--- src/rtl/mos6502_operand_fetch.sv ---
// 6502 operand fetch stage: accepts a decoded opcode, fetches 0-2 operand bytes, holds for execute.
// Optional USE_POWER_PINS adds vdd/vss; optional MOS6502_MODE_CHECK_EN adds sticky mode_err_o.
module mos6502_operand_fetch (
`ifdef USE_POWER_PINS
  inout  wire         vdd,
  inout  wire         vss,
`endif
  input  logic        clk_i,
  input  logic        rst_i,
  input  logic [65:0] decoded_instruction_i,
  input  logic        opcode_valid_i,
  output logic        opcode_ready_o,
  output logic        fetch_req_o,
  input  logic [7:0]  mem_data_i,
  input  logic        mem_valid_i,
  output logic        pc_inc_o,
  output logic [65:0] decoded_instruction_o,
  output logic [7:0]  operand_lo_o,
  output logic [7:0]  operand_hi_o,
  output logic [1:0]  operand_count_o,
  output logic        operand_valid_o,
  input  logic        operand_ready_i,
  output logic        busy_o
`ifdef MOS6502_MODE_CHECK_EN
  ,
  output logic        mode_err_o
`endif
);

  typedef enum logic [1:0] {StIdle, StFetchLo, StFetchHi, StHold} state_e;

  // Modes needing two operand bytes: absX, absY, abs, ind.
  localparam logic [65:0] TwoByteMask = (66'd1 << 57) | (66'd1 << 58) | (66'd1 << 59) |
                                        (66'd1 << 62);

  state_e      state_q, state_d;
  logic [65:0] instr_q, instr_d;
  logic [7:0]  lo_q, lo_d, hi_q, hi_d;
  logic [1:0]  cnt_q, cnt_d;
  logic        two_q, two_d;
  logic [1:0]  req_cnt;
  logic        accept, fetching, take;

  // Scan high to low so the lowest-index set mode bit decides.
  always_comb begin
    req_cnt = 2'd0;
    for (int i = 65; i >= 56; i--) begin
      if (decoded_instruction_i[i]) req_cnt = TwoByteMask[i] ? 2'd2 : 2'd1;
    end
  end

  // Reset gates every combinational output so handshakes cannot fire in the reset cycle.
  always_comb begin
    fetching        = (state_q == StFetchLo) || (state_q == StFetchHi);
    opcode_ready_o  = !rst_i && ((state_q == StIdle) || ((state_q == StHold) && operand_ready_i));
    accept          = opcode_ready_o && opcode_valid_i;
    take            = !rst_i && fetching && mem_valid_i;
    fetch_req_o     = !rst_i && fetching;
    pc_inc_o        = take;
    operand_valid_o = !rst_i && (state_q == StHold);
    busy_o          = !rst_i && (state_q != StIdle);
  end

  always_comb begin
    state_d = state_q;
    instr_d = instr_q;
    lo_d    = lo_q;
    hi_d    = hi_q;
    cnt_d   = cnt_q;
    two_d   = two_q;
    unique case (state_q)
      StIdle: ;
      StFetchLo: begin
        if (take) begin
          lo_d    = mem_data_i;
          cnt_d   = cnt_q + 2'd1;
          state_d = two_q ? StFetchHi : StHold;
        end
      end
      StFetchHi: begin
        if (take) begin
          hi_d    = mem_data_i;
          cnt_d   = cnt_q + 2'd1;
          state_d = StHold;
        end
      end
      StHold: begin
        if (operand_ready_i) state_d = StIdle;
      end
      default: state_d = StIdle;
    endcase
    if (accept) begin
      instr_d = decoded_instruction_i;
      lo_d    = 8'h00;
      hi_d    = 8'h00;
      cnt_d   = 2'd0;
      two_d   = (req_cnt == 2'd2);
      state_d = (req_cnt == 2'd0) ? StHold : StFetchLo;
    end
  end

  always_ff @(posedge clk_i) begin
    if (rst_i) begin
      state_q <= StIdle;
      instr_q <= '0;
      lo_q    <= 8'h00;
      hi_q    <= 8'h00;
      cnt_q   <= 2'd0;
      two_q   <= 1'b0;
    end else begin
      state_q <= state_d;
      instr_q <= instr_d;
      lo_q    <= lo_d;
      hi_q    <= hi_d;
      cnt_q   <= cnt_d;
      two_q   <= two_d;
    end
  end

  assign decoded_instruction_o = instr_q;
  assign operand_lo_o          = lo_q;
  assign operand_hi_o          = hi_q;
  assign operand_count_o       = cnt_q;

`ifdef MOS6502_MODE_CHECK_EN
  logic mode_err_q, mode_err_d;
  logic multi_mode;

  always_comb begin
    multi_mode = $countones({decoded_instruction_i[65:56], decoded_instruction_i[3]}) > 1;
    mode_err_d = mode_err_q || (accept && multi_mode);
  end

  always_ff @(posedge clk_i) begin
    if (rst_i) mode_err_q <= 1'b0;
    else       mode_err_q <= mode_err_d;
  end

  assign mode_err_o = mode_err_q;
`endif

endmodule

--- config.mk ---
export PLATFORM = sky130hd
export DESIGN_NAME = mos6502_operand_fetch
export DESIGN_NICKNAME = d
export VERILOG_FILES = /design/src/rtl/mos6502_operand_fetch.sv
export SDC_FILE = /design/constraint.sdc
export NUM_CORES = 1
export LEC_CHECK = 0
export CORE_MARGIN = 1.5
export CORE_UTILIZATION = 32
export DETAILED_ROUTE_END_ITERATION = 10
export GPL_ROUTABILITY_DRIVEN = 0
export PLACE_DENSITY = 0.68
export SYNTH_ARGS = -nofsm -noshare
export SYNTH_HDL_FRONTEND = slang
export SYNTH_SLANG_ARGS = --single-unit
export TNS_END_PERCENT = 50
--- constraint.sdc ---
create_clock -name clk_i -period 1.7 [get_ports clk_i]
set_clock_uncertainty 0.2 [all_clocks]
set_input_delay 0.51 -clock clk_i [delete_from_list [all_inputs] [get_ports clk_i]]
set_output_delay 0.51 -clock clk_i [all_outputs]
set_load 0.05 [all_outputs]
Word level (Yosys, flattened, before mapping)
Cells that the tools add are included.
Widths: inputs -> output; s select.

cells by class
  multiplexer cells = 17
  $add $sub $neg = 1
  reductions and logical operators = 20
  equal/unequal tests = 7

operator list
  operator             number
  $mux 2               14
  $ne 3x3->1 const B   3
  $logic_and 1x1->1    7
  $eq 2x2->1 const B   3
  $pmux 2 s3           1
  $reduce_and 2->1     3
  $logic_not 2->1      2
  $reduce_and 4->1     1
  $reduce_bool 4->1    1
  $reduce_or 2->1      2
  $add 2x1->2 const B  1
  $eq 2x1->1 const B   1
  $logic_or 1x1->1     2
  $mux 1               2
  $reduce_bool 2->1    1
  $logic_not 1->1      1

storage, ports and cells
  logic and storage cells = 51
  register bits = 87

Longest topological paths before layout
Gate-level depths: netlist of the first run.

  word-level depth = 13
  mapped depth = 9
  gate-level depth less buffers = 6

Least setup slack after synthesis of the first run
OpenSTA, ideal clock, no wires.

  path type = in2out
  start = in rst_i
  end = out fetch_req_o
  data arrival time = 1.572 ns
  slack = -0.582 ns
  stages on the path = 3
  required time = 0.990 ns
  buffers on the path = 2
  path through = clkbuf_1 -> clkbuf_1 -> nor2b_1

between the ends
  word-level cells in the longest chain between the ends = 2

RTL lines
  element            line  text
  from (decl)        9     input logic rst_i,
  $logic_not 1->1    58    fetch_req_o = !rst_i && fetching;
  $logic_and 1x1->1  58
  to (decl)          13    output logic fetch_req_o,

Every way passes these cells.

Worst setup path in the final report of the first run
  start = reg state_q[1]
  end = out pc_inc_o

between the ends
  word-level cells in the longest chain between the ends = 4

RTL lines
  element                                   line  text
  from (decl)                               36    state_e state_q, state_d;
  from (signal assigned)                    104   state_q <= StIdle;
  from (signal assigned)                    111   state_q <= state_d;
  $eq 2x1->1 or $eq 2x2->1 (tied branches)  54    fetching = (state_q == StFetchLo) || (state_q == StFetchHi);
  $logic_or 1x1->1 (*)                      54
  $logic_and 1x1->1 (*) (2 in a row)        57    take = !rst_i && fetching && mem_valid_i;
  to (decl)                                 16    output logic pc_inc_o,

Mark *: on every way between the ends. The rest lies on a longest branch, timed or not.

==> results of run 1 <==
==> placed cells by master, fill, tap and decap left out, types with 5 or more instances in the layout <==
cell	count
a21oi_2	16
buf_12	102
buf_16	11
buf_4	26
buf_6	7
clkbuf_8	9
clkdlybuf4s50_1	76
dfxtp_1	85
nand2_1	96
nand2_2	6
nand2b_1	66
o21ai_0	12
o21ai_1	51
o21ai_2	5
==> where the power goes <==
group / internal (mW) / switching (mW) / leakage (nW)
sequential: 2.22 / 0.200 / 0.714
combinational: 1.42 / 1.21 / 1.96
clock: 0.676 / 0.753 / 0.0888
total: 4.32 / 2.16 / 2.76
==> synthesized netlist by cell type <==
library cell	number	area [um^2]
nor4_1	1	6.260
o21ai_0	68	340.3
xnor2_1	1	8.760
a21oi_1	10	50.05
ha_1	4	50.05
nor2b_1	2	12.51
a21oi_2	9	78.83
buf_4	4	30.03
mux2i_1	2	20.02
clkbuf_1	14	52.55
xor2_1	1	8.760
or2_2	1	6.260
inv_1	2	7.510
and2_1	2	12.51
dfxtp_1	87	1742
nor2_2	2	12.51
or2_1	1	6.260
or3b_2	1	8.760
o21bai_1	1	7.510
nand2b_1	66	412.9
nand4b_1	1	8.760
nor3b_2	1	12.51
a2bb2oi_1	2	17.52
nand2_1	102	382.9
nor2_1	5	18.77
and3b_1	1	8.760
buf_2	6	30.03
a211oi_1	1	7.510
nor3_1	3	15.01
buf_6	4	45.04
==> final cells by class <==
| class | instances | share of cell area |
|---|---|---|
| clock buffer | 10 | 0.01754 |
| clock inverter | 5 | 0.008081 |
| inverter | 2 | 0.001376 |
| multi-input combinational | 288 | 0.2302 |
| sequential | 87 | 0.2400 |
| tap | 136 | 0.02338 |
| timing repair buffer | 229 | 0.4794 |
==> cell families after synthesis <==
family / Yosys count / share of synthesized area
AOI/OAI and AO/OA: 91 / 0.1467
xor gates and xnor gates: 2 / 0.005122
adders and majority gates: 4 / 0.01463
buffers and inverters: 30 / 0.04828
DFF: 87 / 0.5091
muxes: 2 / 0.005852
and+or+nand+nor: 189 / 0.2703
==> sequential cells by signal, indices dropped and copies added (netlist names) <==
name	count
decoded_instruction_o	66
state_q	2
operand_count_o	2
two_q	1
operand_lo_o	8
operand_hi_o	8
==> stage by stage <==
| step | utilization | setup TNS, ns | setup WS, ns | power (mW) |
|---|---|---|---|---|
| CTS | 0.6893 | -18.18 | -0.4097 | 6.443 |
| global placement | 0.6197 | -40.24 | -0.4925 | 4.682 |
| floorplan | - | -0.7500 | -0.1013 | 3.450 |
| detailed placement | 0.6197 | -42.61 | -0.5170 | 4.716 |
| global route | 0.7017 | -24.05 | -0.4550 | 6.750 |
| finish | 0.7017 | -17.94 | -0.3995 | 6.484 |
==> timing repair <==
| action | in CTS | in global routing |
|---|---|---|
| buffers inserted | 9 | 3 |
| pin swaps | 8 | 5 |
| setup endpoints to repair | 91 | 92 |
| gates cloned | 13 | 2 |
| resized for setup | 91 | 24 |
==> metal layers <==
layer	routed length, um	track usage	vias up
met5	0	0	-
met4	53	0.04730	0
met3	1233	0.09810	4
met2	6027	0.3728	146
met1	4155	0.2210	1646
li1	-	-	1725
==> worst max-delay path, cell delays in order, from the launching register on <==
cell     delay [ns]
dfxtp_4        0.38
inv_4          0.04
ha_4           0.26
and3b_2        0.22
buf_12         0.14
==> how the worst max path moves through the flow <==
stage	from	end	cells after the start
CTS	state_q[1]	fetch_req_o	5
floorplan	rst_i	fetch_req_o	3
finish	state_q[1]	pc_inc_o	4
global route	state_q[1]	fetch_req_o	5
detailed placement	operand_ready_i	decoded_instruction_o[48]	6
global placement	decoded_instruction_i[62]	state_q[1]	5
==> results.toml, run 1 <==
[run_status]
status = "finished, violations left"
violations = "setup timing"

[sta]
fin_ws_ns = -0.3995
period_needed_ns = 2.100
finalCritPeriodShare = 1.235
setup_violations = 92
fmax_mhz = 476.3
whs_ns = 0.3047
slew_viol_final = 0
hold_viol_final = 0
slew_headroom = 0.7368
tightest_slew_ns = 0.3911
rsz0062_at_grt = "yes"

[cells_and_area]
fin_nets = 700
fillers = 767
finish.instance_area_mm2 = 0.007277
stdcell_count = 757
antenna-diode-count = 0
multi_input_area_mm2 = 0.001675
drive_gt1_frac = 0.3478
seqCellArea_mm2 = 0.001747
area_growth_pct = 112.7

[route]
via_per_inst = 4.651
ant_nets = 0
drc_errors = 0
num_vias = 3521
drt_iter0_markers = 112
wire_per_inst_um = 15.15
dr.pass1.iters = 4
finalWirelength_mm = 11.47

[worst_setup_path]
cp-end-kind = "primary output"
crit_path_max_fanout = 3
r2r_slack_ns = -0.28
timing.critical_path.from_type = "flop"
r2r-end = "decoded_instruction_o[34]"
crit_arrival_ns = 1.39
worstRegToRegCells = 10
path_class = "flop to primary output"
timing.rr.start = "state_q[0]"
required_ns = 0.99

[floorplan]
initial_core_util = 0.3299
die-area_mm2 = 0.01132
die_w_um = 106.4
coreArea_mm2 = 0.01037
die_h_um = 106.4
io_pins = 168
rows = 37

[synth]
synth.distinct_cells = 30
netlist_instances = 405
syn_nets = 488
ys_ff_latch = 87
ys_seq_area_frac = 0.5091
ys_warn_count = 0
avgSynthCellArea_um2 = 8.446
synth_area_mm2 = 0.003421

[clocking]
holdBufCountCts = 0
insertion_delay_ns = 0.34
htreeDepth = 3
cts_buffers = 9
path_clk_slew_ns = 0.09
cts_root_buffer = "clkbuf_8"
cts.sinks = 87
cts.path.max_buffers = 2
cts_tree = "built"

[power]
p_leak_nw = 2.760
ir_worst_vdd_mv = 0.5128
power_density_mw_per_mm2 = 891.0

[grt]
antenna_found_initial = 0
overflow = 0
grt_max_degree = 46
track_usage = 0.2083
grt_pass1_wl_mm = 18.63
grt_pass1_vias = 3744

[placed_design]
dpl.hpwl_mm = 7.888
placed_cells = 717
post_dp_cell_area_mm2 = 0.006426
port_buffers = 167

[hold_path]
hold_path_depth = 2
min-delay-start = "decoded_instruction_o[12]"
hold_path_end = "decoded_instruction_o[12]"
hold_class = "flop to flop"

[run]
cap_violations = 0
No activity file was read; power rests on OpenSTA's default activity.
==> run 2, diff against run 1 <==
--- a/config.mk
+++ b/config.mk
@@ -5,8 +5,8 @@
 export SDC_FILE = /design/constraint.sdc
 export NUM_CORES = 1
 export LEC_CHECK = 0
-export CORE_MARGIN = 1.5
 export CORE_UTILIZATION = 32
+export CTS_CLUSTER_DIAMETER = 80
 export DETAILED_ROUTE_END_ITERATION = 10
 export GPL_ROUTABILITY_DRIVEN = 0
 export PLACE_DENSITY = 0.68
==> run 2 against run 1 <==
Effect of this change:
- the run still ends with setup timing left
- die area is 1.9% lower
- combinational power is 12% lower
- fmax is 3.7% lower
- clock-buffer cell count is 1 higher
- power is 1.6% lower
- register-to-register slack hardly changed
- core utilization is 4.6 points lower
- clock power is 15% higher
- first-iteration DRC count is 24% lower
- largest power group is now sequential cells
- global-route usage is 2.5 points lower
- non-clock buffer count is 23 lower
==> results.toml, run 2 (synthesis results as in run 1) <==
[power]
p_leak_nw = 2.557
internal-power_mw = 4.321
p_sw_mw = 2.061
comb_power_share = 0.362
ir_worst_vdd_mv = 0.5919
p_sw_frac = 0.3230
pwr-share-seq = 0.380
power_density_mw_per_mm2 = 942.5
power_frac_clock = 0.259

[floorplan]
die-area_mm2 = 0.01111
die_w_um = 105.4
initial_core_util = 0.3314
io_pins = 168
die_h_um = 105.4
rows = 37
coreArea_mm2 = 0.01032

[placed_design]
dpl.hpwl_mm = 7.691
post_dp_cell_area_mm2 = 0.006341
port_buffers = 167
pre_cts_ws_ns = -0.5244
placed_cells = 709

[cells_and_area]
fillers = 797
mostFrequentLayoutCells = "101 x nand2_1, 94 x buf_12, 85 x dfxtp_1"
seqCellArea_mm2 = 0.001747
largest_reg_flops = 66
multi_input_area_mm2 = 0.001628
drive_gt1_frac = 0.3005
fin_nets = 677
final_common_cell = "nand2_1"
area_growth_pct = 97.95
finish.instance_area_mm2 = 0.006771
stdcell_count = 736

[sta]
slew_viol_final = 0
setup_violations = 92
period_needed_ns = 2.180
fmax_mhz = 458.7
rsz0062_at_grt = "yes"
tightest_slew_ns = 0.2738
finalSetupTns_ns = -20.11
hold_viol_final = 0
fin_ws_ns = -0.4801
finalCritPeriodShare = 1.282
slew_headroom = 0.8161

[worst_setup_path]
crit_arrival_ns = 1.47
worst_path_largest_cell_delay_ns = 0.37
cp-end-kind = "primary output"
timing.critical_path.from_type = "flop"
crit_slowest_cell = "dfxtp_4"
crit_path_max_fanout = 3
path_cells = "inv_4, ha_4, and3b_2, buf_6, buf_12"
required_ns = 0.99
path_class = "flop to primary output"

[clocking]
path_clk_slew_ns = 0.08
holdBufCountCts = 0
cts_root_buffer = "clkbuf_8"
htreeDepth = 3
cts.sinks = 87
cts_buffers = 9
cts.path.max_buffers = 2
cts_tree = "built"
insertion_delay_ns = 0.34

[hold_path]
hold_class = "flop to flop"

[route]
finalWirelength_mm = 10.38
drc_errors = 0
dr.pass1.iters = 4
num_vias = 3336
ant_nets = 0
drt_iter0_markers = 85
via_per_inst = 4.533
wire_per_inst_um = 14.10

[grt]
grt_pass1_wl_mm = 16.20
grt_max_degree = 57
antenna_found_initial = 2
overflow = 0
track_usage = 0.1838
grt_pass1_vias = 3366

[run_status]
status = "finished, violations left"
violations = "setup timing"

[run]
cap_violations = 0
[run 2: cell type report]
cell class	instances	share of cell area
timing repair buffer	206	0.4407
sequential	87	0.2579
multi-input combinational	288	0.2404
tap	136	0.02513
clock buffer	11	0.02236
clock inverter	5	0.01164
inverter	2	0.001478
antenna	1	0.0003695
[run 2: power groups by stage]
stage          Combinational, mW  Clock [mW]  Sequential (mW)
3_3_place_gp                2.18           0             2.46
5_1_grt                     2.42        1.79             2.44
4_1_cts                     2.24        1.70             2.42
2_1_floorplan              0.474           0             2.98
6_report                    2.31        1.65             2.42
3_5_place_dp                2.21           0             2.47
[run 2: worst max-delay path, delay by kind of cell, from the launching register on]
kind / cells / cell delay, ns
fa+ha+maj: 1 / 0.23
buf+inv: 3 / 0.30
flops: 1 / 0.37
simple gates: 1 / 0.22
[run 2: final timing paths]
path / slack, ns / cells after the start / endpoint / startpoint
max: -0.48 / 5 / pc_inc_o / state_q[1]
max reg2reg: -0.28 / 9 / decoded_instruction_o[24] / state_q[0]
min: 0.30 / 2 / operand_hi_o[3] / operand_hi_o[3]
min reg2reg: 0.30 / 2 / operand_hi_o[3] / operand_hi_o[3]
[run 2: metrics by stage]
stage,hold slack [ns],utilization,power [mW]
final,0.2961,0.6559,6.382
after global routing,0.3048,0.6557,6.654
after CTS,0.2974,0.6438,6.369
after detailed placement,0.2853,0.6142,4.674
after global placement,0.2817,0.6142,4.640
after floorplan,0.2596,-,3.450
[run 2: timing repair]
item,4_1_cts,5_1_grt
setup buffers,6,2
cloned,0,4
pin swaps,3,8
endpoints found under the setup margin,88,92
gates resized for setup,14,9
[run 2: routing by layer]
layer  routed length (um)  GRT usage  vias up
met5                   13          0        -
met4                  105    0.05433        2
met2                 5112     0.3116      121
met3                 1106    0.08967       11
met1                 4041     0.2021     1520
li1                     -          -     1682
